--- src/rtl/ir_led_sequencer.sv ---
// Sequencer for the IR LED driver hard block: warms up the current reference, then fires one
// PWM-modulated pulse per accepted frame trigger, with an enforced cooldown between pulses.
module ir_led_sequencer #(
  parameter int CNT_W      = 16,
  parameter int PWM_W      = 8,
  parameter int WARMUP_CYC = 32
) (
  input  logic             clk,
  input  logic             rst,
  input  logic             enable,
  input  logic             frame_trig,
  input  logic [CNT_W-1:0] pulse_len,
  input  logic [CNT_W-1:0] cooldown_len,
  input  logic [PWM_W-1:0] pwm_duty,
  output logic             curren,
  output logic             irleden,
  output logic             irpwm,
  output logic             ready,
  output logic             pulse_done,
  output logic             overrun,
  output logic [2:0]       dbg_state
);

  // Handshake: ready=1 means the FSM is ARMED; a frame_trig in the same cycle is accepted
  // and irleden rises on the next cycle. A trigger while not ARMED (enable=1) is dropped and
  // reported by a one-cycle overrun strobe.

  typedef enum logic [2:0] {
    S_IDLE     = 3'd0,
    S_WARMUP   = 3'd1,
    S_ARMED    = 3'd2,
    S_PULSE    = 3'd3,
    S_COOLDOWN = 3'd4
  } state_t;

  localparam logic [CNT_W-1:0] CNT_ONE   = 1;
  localparam logic [PWM_W-1:0] PWM_ONE   = 1;
  localparam logic [CNT_W-1:0] WARM_LOAD = CNT_W'(WARMUP_CYC - 1);

  state_t           state_q, state_d;
  logic [CNT_W-1:0] cnt_q, cnt_d;
  logic [CNT_W-1:0] cool_q, cool_d;
  logic [PWM_W-1:0] pwm_q, pwm_d;
  logic [PWM_W-1:0] duty_q, duty_d;
  logic             curren_q, curren_d;
  logic             irleden_q, irleden_d;
  logic             irpwm_q, irpwm_d;
  logic             ready_q, ready_d;
  logic             pulse_done_q, pulse_done_d;
  logic             overrun_q, overrun_d;

  always_comb begin
    state_d   = state_q;
    cnt_d     = cnt_q;
    cool_d    = cool_q;
    pwm_d     = pwm_q;
    duty_d    = duty_q;
    overrun_d = 1'b0;

    if (!enable) begin
      state_d = S_IDLE;
      cnt_d   = '0;
      pwm_d   = '0;
    end else begin
      case (state_q)
        S_IDLE: begin
          state_d = S_WARMUP;
          cnt_d   = WARM_LOAD;
        end
        S_WARMUP: begin
          overrun_d = frame_trig;
          if (cnt_q == '0) state_d = S_ARMED;
          else             cnt_d   = cnt_q - CNT_ONE;
        end
        S_ARMED: begin
          if (frame_trig) begin
            state_d = S_PULSE;
            cnt_d   = (pulse_len == '0) ? '0 : pulse_len - CNT_ONE;
            cool_d  = cooldown_len;
            duty_d  = pwm_duty;
            pwm_d   = '0;
          end
        end
        S_PULSE: begin
          overrun_d = frame_trig;
          if (cnt_q == '0) begin
            // A zero cooldown returns straight to ARMED.
            if (cool_q == '0) begin
              state_d = S_ARMED;
            end else begin
              state_d = S_COOLDOWN;
              cnt_d   = cool_q - CNT_ONE;
            end
          end else begin
            cnt_d = cnt_q - CNT_ONE;
            pwm_d = pwm_q + PWM_ONE;
          end
        end
        S_COOLDOWN: begin
          overrun_d = frame_trig;
          if (cnt_q == '0) state_d = S_ARMED;
          else             cnt_d   = cnt_q - CNT_ONE;
        end
        default: state_d = S_IDLE;
      endcase
    end

    // Outputs are derived from the next state so they line up with the state they describe.
    curren_d     = (state_d != S_IDLE);
    irleden_d    = (state_d == S_PULSE);
    irpwm_d      = irleden_d && (pwm_d < duty_d);
    ready_d      = (state_d == S_ARMED);
    pulse_done_d = irleden_d && (cnt_d == '0);
  end

  always_ff @(posedge clk) begin
    if (rst) begin
      state_q      <= S_IDLE;
      cnt_q        <= '0;
      cool_q       <= '0;
      pwm_q        <= '0;
      duty_q       <= '0;
      curren_q     <= 1'b0;
      irleden_q    <= 1'b0;
      irpwm_q      <= 1'b0;
      ready_q      <= 1'b0;
      pulse_done_q <= 1'b0;
      overrun_q    <= 1'b0;
    end else begin
      state_q      <= state_d;
      cnt_q        <= cnt_d;
      cool_q       <= cool_d;
      pwm_q        <= pwm_d;
      duty_q       <= duty_d;
      curren_q     <= curren_d;
      irleden_q    <= irleden_d;
      irpwm_q      <= irpwm_d;
      ready_q      <= ready_d;
      pulse_done_q <= pulse_done_d;
      overrun_q    <= overrun_d;
    end
  end

  assign curren     = curren_q;
  assign irleden    = irleden_q;
  assign irpwm      = irpwm_q;
  assign ready      = ready_q;
  assign pulse_done = pulse_done_q;
  assign overrun    = overrun_q;
  assign dbg_state  = state_q;

endmodule

--- config.mk ---
export PLATFORM = sky130hd
export DESIGN_NAME = ir_led_sequencer
export DESIGN_NICKNAME = d
export VERILOG_FILES = /design/src/rtl/ir_led_sequencer.sv
export SDC_FILE = /design/constraint.sdc
export NUM_CORES = 1
export LEC_CHECK = 0
export ABC_AREA = 1
export CORE_AREA = 3 3 119 121
export DETAILED_ROUTE_END_ITERATION = 7
export DIE_AREA = 0 0 122 124
export PLACE_DENSITY = 0.55
export SLEW_MARGIN = 25
export SYNTH_ARGS = -nofsm -noshare
export SYNTH_HDL_FRONTEND = slang
export SYNTH_SLANG_ARGS = --single-unit
--- constraint.sdc ---
create_clock -name clk -period 2.5 [get_ports clk]
set_clock_uncertainty 0.15 [all_clocks]
set_input_delay 0.25 -clock clk [delete_from_list [all_inputs] [get_ports clk]]
set_output_delay 0.25 -clock clk [all_outputs]
set_load 0.1 [all_outputs]
; ---- Word level (Yosys, flattened, before mapping)
; Index checks and enable logic that the tools add are counted.
[classes]
muxes = 20
n_eq_ne = 6
bitwise = 2
n_reduce_logical = 12
add_sub_neg = 4
order_cmp = 1
[op_table]
columns = operator, n
row1 = two-way mux 16 bit, 6
row2 = zero test 16 bit, 4
row3 = one-hot mux 16 bit (4 select lines), 1
row4 = two-way mux 8 bit, 6
row5 = "subtractor 16 x 1 -> 16 bit, second input constant", 3
row6 = one-hot mux 8 bit (2 select lines), 1
row7 = two-way mux 3 bit, 5
row8 = "== test 3 x 2 -> 1 bit, second input constant", 4
row9 = one-hot mux 3 bit (4 select lines), 1
row10 = "adder 8 x 1 -> 8 bit, second input constant", 1
row11 = < comparator 8 bit, 1
row12 = OR reduction 3 bit, 2
row13 = "== test 3 x 1 -> 1 bit, second input constant", 1
row14 = "== test 3 bit, second input constant", 1
row15 = zero test 3 bit, 1
row16 = AND reduction 3 bit, 1
row17 = nonzero test 3 bit, 1
row18 = logical AND 1 bit, 2
row19 = inverter 1 bit, 2
row20 = OR reduction 2 bit, 1
[word_totals]
input_bits = 44
out_inout_bits = 9
regBits = 57

; ---- Longest topological paths before layout
[logic_depth]
depth_word = 7
ltp_mapped = 18
ltp_nobuf = 17

; ---- Worst setup path before layout
; No wires, ideal clock.
[synth_path]
path_kind = reg2reg
from = register state_q[1], in the netlist dbg_state[1]
to = register irpwm_q, in the netlist irpwm
path_stages_with_launch = 14
path_slack_ns = -0.507
t_arrival_ns = 2.787
setup_ns = 0.070
path_cell_list = dfxtp_1 inv_1 nor2_4 inv_1 nor2_2 inv_1 buf_2 o21ai_0 inv_1 nor3_1 ha_1 a21oi_1 o211ai_1 a21oi_1
[synth_lines]
columns = item, line_no
row1 = from (decl), 40  ; state_t state_q, state_d;
row2 = from (signal assigned), 130  ; state_q <= state_d;
row3 = == test 3 x 2 -> 1 bit, 65  ; case (state_q)
row4 = one-hot mux 8 bit (2 select lines) *, 65
row5 = two-way mux 8 bit *, 60  ; if (!enable) begin
row6 = via pwm_d[5], 43  ; logic [PWM_W-1:0] pwm_q, pwm_d;
row7 = < comparator 8 bit *, 111  ; irpwm_d = irleden_d && (pwm_d < duty_d);
row8 = logical AND 1 bit *, 111
row9 = to (signal assigned), 137  ; irpwm_q <= irpwm_d;
row10 = to (decl), 47  ; logic irpwm_q, irpwm_d;
; The timed path passes the listed nets; every way through them passes the cells marked *.
; A chain may end at the register's enable or synchronous reset.

; ---- Worst setup path in the final report
[layout_path]
from = register cnt_q[1]
to = register pulse_done_q, in the netlist pulse_done
[layout_between]
elab_chain_cells = 6
[layout_lines]
columns = item, line_no
row1 = from (decl), 41  ; logic [CNT_W-1:0] cnt_q, cnt_d;
row2 = from (signal assigned), 131  ; cnt_q <= cnt_d;
row3 = subtractor 16 x 1 -> 16 bit (tied with other cells), "73, 95, 102"
row4 = two-way mux 16 bit (tied with other cells), "72, 101"
row5 = one-hot mux 16 bit (4 select lines) or one-hot mux 3 bit (4 select lines) (tied branches), 65
row6 = two-way mux 16 bit or two-way mux 3 bit (tied branches), 60
row7 = zero test 16 bit or == test 3 x 2 -> 1 bit (tied branches), "113, 110"
row8 = logical AND 1 bit *, 113  ; pulse_done_d = irleden_d && (cnt_d == '0);
row9 = to (signal assigned), 139  ; pulse_done_q <= pulse_done_d;
row10 = to (decl), 49  ; logic pulse_done_q, pulse_done_d;
; Every way passes the cells marked *; elsewhere a longest branch is shown, timed or not.

==> impl_metrics.csv <==
group,metric,value,unit
run_status,outcome,"complete, no violations",
sta,fmax,417,MHz
power,leakagePower,3.12,nW
route,vias,5439,
layout,instances_no_fill,1122,
place,dp_slack,-0.118,ns
floorplan,dieHeight,124,µm
layout,n_fill_cell,1437,
power,power_frac_comb,25.8,%
clock_tree,numCtsBuffers,9,
place,place.gp.congestion,0.933,
hold_path,hold_class,"reg -> reg",
critical_path,critPathMaxStageDelay,0.32,ns
floorplan,rows,42,
clock_tree,clk_path_buf_depth,2,
critical_path,crit_top_cell,"nor2_1",
critical_path,r2r_cells,14,
power,p_switching,0.000904,W
yosys,synth_seq_area_share,24.7,%
route,drtIter0Drc,277,
critical_path,cp_slowest_cell,"dfxtp_2",
critical_path,critPathLaunchType,"flop",
yosys,ys_seq_elements,57,
global_route,track_usage,21.3,%
global_route,antenna_found_initial,0,
yosys,avgSynthCellArea,5.73,µm²
clock_tree,clk_latency,0.33,ns
power,p_total,0.00295,W
yosys,synth_warnings,0,
global_route,grt_pass1_wl,25.5,mm
place,dpl.hpwl,12.2,mm
sta,rsz0062_at_grt,"yes",
sta,finalHoldViolations,0,
critical_path,path_cells,"inv_2 -> ha_4 -> nand2_4 -> nor2_8 -> nand3_4 -> buf_4 -> inv_6 -> nand2_1 -> o21a_1 -> nor2_1 -> nor2_1 -> nor2_1 -> nand3_1 -> nor3_2",
route,ant_nets,0,
floorplan,die_x,122,µm
yosys,yosys.area.top_type,"dfxtp_1",
critical_path,crit_path_end_kind,"flop",
layout,final_common_cell,"nand2_1",
critical_path,arrival,2.51,ns
sta,setup_viol,0,
route,routed_wl,15.5,mm
global_route,grt_pass1_vias,5327,
power,intPower,0.00204,W
sta,worst_slack,0.101,ns
place,dp_cells,1105,
floorplan,core,13200,µm²
layout,area_growth,37.1,%
critical_path,endpoint,"pulse_done",
yosys,netlist_instances,805,
sta,slew_headroom,65.4,%
sta,tightest_slew,0.517,ns
sta,post-route-period-util,96.0,%
job,drv_cap,0,
yosys,synth_top_area_share,24.7,%
clock_tree,root_buffer,"clkbuf_16",
critical_path,path_class,"reg -> reg",
critical_path,timing.rr.start,"cnt_q[1]",
yosys,synth_area,4610,µm²
critical_path,worst-path-max-fanout,12,
critical_path,rr_endpoint,"pulse_done",
clock_tree,clk_pin_slew,0.06,ns
floorplan,initial_core_util,35.0,%
layout,nets,998,
power,irDropWorstVdd,0.000322,V
route,wl_per_cell,13.8,µm
route,drt_first_pass_iters,5,
power,power.share.clock,42.3,%
layout,mostFrequentLayoutCells,"nand2_1 (212), nor2_1 (134), buf_4 (105)",
floorplan,design.portCount,53,
clock_tree,ctsHoldBuffers,0,
route,viasPerCell,4.85,
yosys,synthTopCellsByArea,"dfxtp_1 (25%), nand2_1 (17%), nor2_1 (11%)",
clock_tree,cts_tree,"done",
critical_path,crit_required,2.61,ns
layout,antenna_cells,0,
layout,drive_gt1_share,17.0,%
sta,maxSlewViolCount,0,
critical_path,startpoint,"cnt_q[1]",
clock_tree,cts.sinks,57,
route,post-route-drc-count,0,
global_route,grt.overflow.total,0,
power,p_per_area,465,nW/µm²
yosys,syn_nets,862,
power,seq_power_share,31.9,%
power,p_sw_share,30.7,%
place,port_buffers,52,
global_route,grt_max_degree,36,
clock_tree,h-tree-depth,3,
critical_path,reg2reg_slack,0.10,ns
floorplan,dieArea,15100,µm²
yosys,yosysUniqueCellTypes,37,
sta,period_minus_slack,2.40,ns
-- critical path: cells and delay by family (launching register included) --
kind | cells | cell delay, ns
flops | 1 | 0.32
fa+ha+maj | 1 | 0.15
compound gates | 1 | 0.23
simple gates | 9 | 1.04
buf+inv | 3 | 0.42
-- area by class of cell --
cell class,count,area [µm²],share of cell area (%)
clock inverter,5,53.8,0.850
timing repair buffer,149,1240,19.6
inverter,105,399,6.31
sequential,57,1150,18.2
clock buffer,11,243,3.84
tap,176,220,3.48
multi-input combinational,619,3020,47.8
-- through the flow --
stage,area (µm²),TNS [ns],util [%],hold slack (ns)
3_5_place_dp,5950,-0.195,45.1,0.343
2_1_floorplan,4620,0,-,0.235
5_1_grt,6330,-0.102,48.0,0.373
3_3_place_gp,5950,-0.180,45.1,0.332
6_report,6330,0,48.0,0.346
4_1_cts,6250,0,47.4,0.336
-- kinds of logic after synthesis --
kind of cell | after synthesis | share of synthesized area [%]
and+or+nand+nor | 457 | 41.9
AOI/OAI and AO/OA | 130 | 14.9
buffers and inverters | 129 | 11.2
DFF | 57 | 24.7
adders and majority gates | 13 | 3.53
xor gates and xnor gates | 12 | 2.28
muxes | 7 | 1.52
-- Yosys cell counts (all sizes together) --
| library cell | n |
|---|---|
| nand2 | 216 |
| nor2 | 147 |
| inv | 105 |
| nand3 | 70 |
| o21ai | 61 |
| a21oi | 58 |
| dfxtp | 57 |
| clkbuf | 15 |
| ha | 13 |
| xor2 | 12 |
| nor3 | 11 |
| buf | 9 |
| mux2i | 7 |
| nand4 | 5 |
| o21bai | 4 |
| nor4 | 3 |
| a211oi | 2 |
| and2 | 2 |
| nand3b | 2 |
| o211ai | 2 |
| a31oi | 1 |
| o21a | 1 |
| o22ai | 1 |
| or2 | 1 |
-- state kept, by name, summed over array words and instances, names as in the netlist --
register    cells
cnt_q          16
cool_q         16
curren          1
dbg_state       3
duty_q          8
irleden         1
irpwm           1
overrun         1
pulse_done      1
pwm_q           8
ready           1
-- worst min path at each step --
stage,cells past startpoint,endpoint,start,slack (ns)
2_1_floorplan,2,cool_q[13],cooldown_len[13],0.23
3_3_place_gp,2,duty_q[6],duty_q[6],0.33
3_5_place_dp,2,duty_q[1],duty_q[1],0.34
4_1_cts,3,cool_q[13],cooldown_len[13],0.34
5_1_grt,3,cool_q[13],cooldown_len[13],0.37
6_report,2,duty_q[6],duty_q[6],0.35
-- what timing repair did --
action / CTS / global route
gates cloned: 0 / 0
pin swaps: 0 / 6
resized for setup: 2 / 20
endpoints found under the setup margin: 2 / 2
buffers inserted: 0 / 1
-- power by group through the flow --
| stage | combinational [W] | sequential, W | clock [W] |
|---|---|---|---|
| after floorplan | 0.000387 | 0.000983 | 0 |
| after global placement | 0.000736 | 0.000956 | 0 |
| after detailed placement | 0.000736 | 0.000957 | 0 |
| after CTS | 0.000743 | 0.000938 | 0.00128 |
| after global routing | 0.000846 | 0.000940 | 0.00132 |
| final | 0.000761 | 0.000939 | 0.00125 |
-- metal layers --
| metal | global-route usage [%] | share of wire (%) | vias up |
|---|---|---|---|
| met2 | 36.2 | 46 | 143 |
| li1 | - | - | 2839 |
| met1 | 26.5 | 45 | 2426 |
| met5 | 0 | 0 | - |
| met4 | 10.6 | 3.7 | 0 |
| met3 | 3.04 | 5.1 | 31 |
(Power assumes the default switching activity.)
